<file path="src/rtl/irq_ctrl_if.sv">
// ============================================================================
// Module      : irq_ctrl_if
// Description : Register bus between the CPU bridge and the interrupt
//               controller.
//               addr [3:2] : word select (0=MASK, 1=PEND, 2=MODE, 3=ID)
//               we         : write strobe, qualified by addr and wd
//               wd   [31:0]: write data
//               rd   [31:0]: combinational read data for addr
//               master = bridge side, slave = controller side.
// Revision    : 1.0 - initial release
// ============================================================================
`default_nettype none

interface irq_ctrl_if;
  logic [3:2]  addr;
  logic        we;
  logic [31:0] wd;
  logic [31:0] rd;

  modport master (output addr, output we, output wd, input rd);
  modport slave  (input addr, input we, input wd, output rd);
endinterface

`default_nettype wire

</file>
<file path="src/rtl/irq_ctrl.sv">
// ============================================================================
// Module      : irq_ctrl
// Description : Six-source interrupt controller with per-source mask and
//               level/rising-edge mode, write-1-to-clear pending bits in
//               edge mode, and registered CPU interrupt lines.
//               Optional macro IRQ_CTRL_PRIO_EN: hwint becomes one-hot on the
//               lowest-index active source and ID reports that source.
// Ports       : clk     - system clock, rising edge
//               rst     - synchronous active-high reset
//               bus     - register bus (irq_ctrl_if.slave)
//               irq_src - asynchronous interrupt lines, bit 0 highest priority
//               hwint   - registered CPU interrupt lines, hwint[i+2] = src i
// Revision    : 1.0 - initial release
// ============================================================================
`default_nettype none

module irq_ctrl (
  input  wire logic       clk,
  input  wire logic       rst,
  irq_ctrl_if.slave       bus,
  input  wire logic [5:0] irq_src,
  output logic      [7:2] hwint
);

  localparam logic [1:0] C_ADDR_MASK = 2'd0;
  localparam logic [1:0] C_ADDR_PEND = 2'd1;
  localparam logic [1:0] C_ADDR_MODE = 2'd2;

  logic [5:0] r_s1;
  logic [5:0] r_s2;
  logic [5:0] r_s2_d;   // previous s2, used for rising-edge detection
  logic [5:0] r_mask;
  logic [5:0] r_mode;
  logic [5:0] r_pend;
  logic [5:0] r_hwint;

  logic        w_wr_mask;
  logic        w_wr_pend;
  logic        w_wr_mode;
  logic [5:0]  w_rise;
  logic [5:0]  w_w1c;
  logic [5:0]  w_mode_chg;
  logic [5:0]  w_pend_nxt;
  logic [5:0]  w_act;
  logic [5:0]  w_hw_nxt;
  logic [31:0] w_id;
  logic        w_unused;

  assign w_wr_mask = bus.we && (bus.addr == C_ADDR_MASK);
  assign w_wr_pend = bus.we && (bus.addr == C_ADDR_PEND);
  assign w_wr_mode = bus.we && (bus.addr == C_ADDR_MODE);

  assign w_rise     = r_s2 & ~r_s2_d;
  assign w_w1c      = w_wr_pend ? bus.wd[5:0] : 6'h00;
  assign w_mode_chg = w_wr_mode ? (bus.wd[5:0] ^ r_mode) : 6'h00;

  // Edge bits: a fresh edge beats a simultaneous W1C. Level bits follow s2.
  // A mode change on a bit wipes its pending state for this cycle.
  assign w_pend_nxt = ((r_mode & (w_rise | (r_pend & ~w_w1c))) |
                       (~r_mode & r_s2)) & ~w_mode_chg;

  assign w_act = r_pend & r_mask;

`ifdef IRQ_CTRL_PRIO_EN
  logic [2:0] w_idx;

  // Scan from the lowest priority upward so the last hit is the winner.
  always_comb begin
    w_hw_nxt = 6'h00;
    w_idx    = 3'd0;
    for (int i = 5; i >= 0; i--) begin
      if (w_act[i]) begin
        w_hw_nxt    = 6'h00;
        w_hw_nxt[i] = 1'b1;
        w_idx       = i[2:0];
      end
    end
  end

  assign w_id = {(|w_act), 28'd0, w_idx};
`else
  assign w_hw_nxt = w_act;
  assign w_id     = 32'h0;
`endif

  always_comb begin
    bus.rd = 32'h0;
    case (bus.addr)
      2'd0:    bus.rd = {26'd0, r_mask};
      2'd1:    bus.rd = {26'd0, r_pend};
      2'd2:    bus.rd = {26'd0, r_mode};
      default: bus.rd = w_id;
    endcase
  end

  always_ff @(posedge clk) begin
    if (rst) begin
      r_s1    <= 6'h00;
      r_s2    <= 6'h00;
      r_s2_d  <= 6'h00;
      r_mask  <= 6'h00;
      r_mode  <= 6'h00;
      r_pend  <= 6'h00;
      r_hwint <= 6'h00;
    end else begin
      r_s1    <= irq_src;
      r_s2    <= r_s1;
      r_s2_d  <= r_s2;
      r_pend  <= w_pend_nxt;
      r_hwint <= w_hw_nxt;
      if (w_wr_mask) r_mask <= bus.wd[5:0];
      if (w_wr_mode) r_mode <= bus.wd[5:0];
    end
  end

  assign hwint = r_hwint;

  // Upper write-data bits have no destination.
  assign w_unused = ^bus.wd[31:6];

endmodule

`default_nettype wire

</file>
<file path="src/flat_wrapper.sv">
// flat-port wrapper written by rule: the top's interface ports become plain ports
module irq_ctrl_flat 
  (clk, rst, irq_src, hwint, bus_addr, bus_we, bus_wd, bus_rd);
  irq_ctrl_if bus_i ();
  input  wire logic clk;
  input  wire logic rst;
  input  wire logic [5:0] irq_src;
  output logic      [7:2] hwint;
  input wire logic [$bits(bus_i.addr)-1:0] bus_addr;
  input wire logic [$bits(bus_i.we)-1:0] bus_we;
  input wire logic [$bits(bus_i.wd)-1:0] bus_wd;
  output wire logic [$bits(bus_i.rd)-1:0] bus_rd;
  assign bus_i.addr = bus_addr;
  assign bus_i.we = bus_we;
  assign bus_i.wd = bus_wd;
  assign bus_rd = bus_i.rd;
  irq_ctrl u_core (.clk(clk), .rst(rst), .bus(bus_i), .irq_src(irq_src), .hwint(hwint));
endmodule
</file>
<file path="config.mk">
export PLATFORM = sky130hd
export DESIGN_NAME = irq_ctrl_flat
export DESIGN_NICKNAME = d
export VERILOG_FILES = /design/src/rtl/irq_ctrl_if.sv /design/src/rtl/irq_ctrl.sv /design/src/flat_wrapper.sv
export SDC_FILE = /design/constraint.sdc
export NUM_CORES = 1
export LEC_CHECK = 0
export ABC_AREA = 1
export CAP_MARGIN = 20
export CORE_MARGIN = 1.5
export CORE_UTILIZATION = 45
export DETAILED_ROUTE_END_ITERATION = 8
export PLACE_DENSITY = 0.85
export SYNTH_ARGS = -nofsm -noshare
export SYNTH_HDL_FRONTEND = slang
export SYNTH_SLANG_ARGS = --single-unit
</file>
<file path="constraint.sdc">
create_clock -name clk -period 1.79 [get_ports clk]
set_clock_uncertainty 0.1 [all_clocks]
set_input_delay 0.179 -clock clk [delete_from_list [all_inputs] [get_ports clk]]
set_output_delay 0.179 -clock clk [all_outputs]
set_load 0.02 [all_outputs]
</file>
==> metrics.txt <==
CP Buf/Inv Count=4; CP top delay family=buffers and inverters; die area=0.00456 sq mm; Seq pwr share=approximately 50%; estimated wirelength of the detail-placed design=approximately 2500 microns; number of global-route vias before repair=~1.4k; wire per inst=~9.8 microns; sw frac=between 20% and 30%; Syn Inst Count=between 200 and 300; Routability Congestion=around 0.8; setup violators final=0; H-tree Lvls=2; worst path cell trace=clkdlybuf4s50_1, inv_2, nor2_1, buf_4, nand2_1, nand3_1, clkbuf_2; count of cell types in the netlist=17; run status=finished clean; Initial Utilization=46.9%; Synth Cell Area=0.00187 sq mm; Area Growth Syn to Fin=18.7%; Diodes inserted=0; P per Cell Area=889 mW/mm^2; Finished Layout Cells=around 350; FP Rows=23; CTS tree=built; Global Route Usage Sum=around 17%; hold path cells=3; hold buffers post-CTS=0; Yosys Warn Count=0; CORE AREA=between 0.004 and 0.005 sq mm; port bufs=28; peak per-stage delay on the critical path=about 0.50 ns; Post-Syn Area per Cell=approximately 7 sq um; worst path arrival time=between 1 and 1.5 ns; Horiz. Die Dim=67.5 microns; final net count=approximately 350; antenna violations before repair=0; Slew Viols, Final=0; Max Cap Violations=0; Tmin final=1.64 ns; crit path launch=bus_addr[0]; final hold vios=0; placed cells=346; setup TNS=0 ns; fin crit share=91.6%; Worst Min Path Start=irq_src[1]; Die Ht=slightly below 70 microns; root buffer cell=clkbuf_8; Routed WL=3470 microns; Psw=about 480 uW; RSZ-0062 raised after global routing=false; startpoint types=primary input; Max VDD drop=approximately 0.00057 V; vias=about 1.6k; Worst setup EP type=primary output; clock power share=37.9%; Req. time, crit path=about 1.5 ns; CTS Buf Count=5; Leak=between 1 and 1.5 nW; Worst Path Max Fanout=6; TritonRoute pass-1 iters=4; IO Pins=between 80 and 90; Reg clk slew, reported paths=approximately 0.070 ns; Hold Path Class=in -> reg; ratio of cells with drive above 1 in the final layout=under 10%; CP max stage cell=clkdlybuf4s50_1; Residual DRC=0; internal power=1.50 mW; Comb pwr share=between 10% and 20%; crit path kind=in -> out; achievable frequency=roughly 0.61 GHz; largest net degree at the start of global routing=25; first-pass GRT wire length=5840 microns; Longest Clk Path Bufs=2; # fillers=between 300 and 400; Skew-Pair Late Insertion Delay=around 0.3 ns; r2r startpoint=u_core.r_mode[4]; sequential area share after synthesis=roughly 45%; clk sink count=42; FF-to-FF path depth=6; DR iter-0 viols=~110; Vias/cell=between 4 and 5; gr ovfl total=0; Seq cells post-synth=42; DRT antenna net count=0; cell count along the critical path=7
-- routing by layer --
| layer | vias to the layer above | GRT usage, % | wire length, microns |
|---|---|---|---|
| li1 | 827 | - | - |
| met1 | 672 | 18.4 | 1420 |
| met2 | 58 | 30.1 | 1690 |
| met3 | 10 | 5.17 | 269 |
| met4 | 0 | 8.93 | 86 |
| met5 | - | 0 | 0 |
-- kinds of logic after synthesis --
kind of cell,after synthesis,synth area share [%]
buffers and inverters,70,20.0
AO/OA/AOI/OAI,24,6.41
other,1,0.200
AND/OR/NAND/NOR,130,28.5
flip-flops,42,44.9
-- per-stage QoR --
step / hold WS, ns / utilization (%) / instance area, sq um / setup WS [ns] / power, mW
global placement: 0.290 / 53.6 / 2140 / -0.234 / 1.24
finish: 0.297 / 55.6 / 2220 / 0.151 / 1.98
floorplan: 0.186 / - / 1970 / 0.769 / 1.20
global route: 0.310 / 55.6 / 2220 / 0.0626 / 2.07
detailed placement: 0.294 / 53.6 / 2140 / -0.245 / 1.25
CTS: 0.289 / 56.2 / 2250 / 0.00964 / 1.99
-- synthesized netlist by cell type --
cell type	count	area, sq um
a21oi_1	12	60.1
buf_2	3	15.0
buf_4	27	203
buf_6	1	11.3
clkbuf_1	2	7.51
conb_1	1	3.75
dfxtp_1	42	841
inv_1	35	131
inv_2	2	7.51
nand2_1	42	158
nand2_4	1	11.3
nand3_1	13	65.1
nand4_1	6	37.5
nor2_1	67	251
nor2_4	1	11.3
o21ai_0	9	45.0
o21ai_1	3	15.0
-- final timing paths --
check	endpoint	slack [ns]
worst max-delay path	bus_rd[2]	0.15
worst min-delay path	u_core.r_s1[1]	0.30
worst max register to register	u_core.r_pend[4]	0.82
worst min register to register	u_core.r_s2[5]	0.30
-- state kept, by name (all words and copies together), names as in the netlist --
register       count
u_core.hwint       6
u_core.r_pend      6
u_core.r_mode      6
u_core.r_s1        6
u_core.r_mask      6
u_core.r_s2_d      6
u_core.r_s2        6
-- area by class of cell --
type | instances | area (sq um) | area share, %
repair buffers | 37 | 318 | 14.3
multi-input cells | 180 | 752 | 33.8
clock inverters | 1 | 30.0 | 1.35
well taps | 50 | 62.6 | 2.81
clock buffers | 6 | 82.6 | 3.71
inverters | 37 | 139 | 6.24
flip-flops and latches | 42 | 841 | 37.8
-- layout by cell type (no fill, tap or decap) --
cell type        instances
nor2_4                   1
nand2_4                  1
a21oi_1                 12
nand3_1                 13
nand4_1                  6
conb_1                  26
nand2_1                 42
clkbuf_2                 6
o21ai_1                  3
o21ai_0                  9
clkdlybuf4s50_1         22
inv_2                    2
clkbuf_8                 6
inv_1                   35
nor2_1                  67
dfxtp_1                 42
bufinv_16                1
buf_4                    9
-- power by group through the flow --
stage | clock, mW | combinational (mW) | sequential [mW]
after floorplan | 0 | 0.197 | 1.01
after global placement | 0 | 0.234 | 1.01
after detailed placement | 0 | 0.239 | 1.01
after CTS | 0.767 | 0.236 | 0.991
after global routing | 0.804 | 0.266 | 0.996
final | 0.750 | 0.235 | 0.992
-- worst reg2reg max path: stages (launching register included) --
cell and delay, ns:
dfxtp_1 0.44, nand2_1 0.08, inv_1 0.06, nor2_1 0.03, nand2_1 0.05, nand2_1 0.04, nor2_1 0.11
-- timing repair --
action	4_1_cts	5_1_grt
endpoints found under the setup margin	6	6
gates resized for setup	7	11
setup buffers	0	0
hold endpoints to repair	0	0
cloned	0	0
Power figures use the tool's default switching activity.
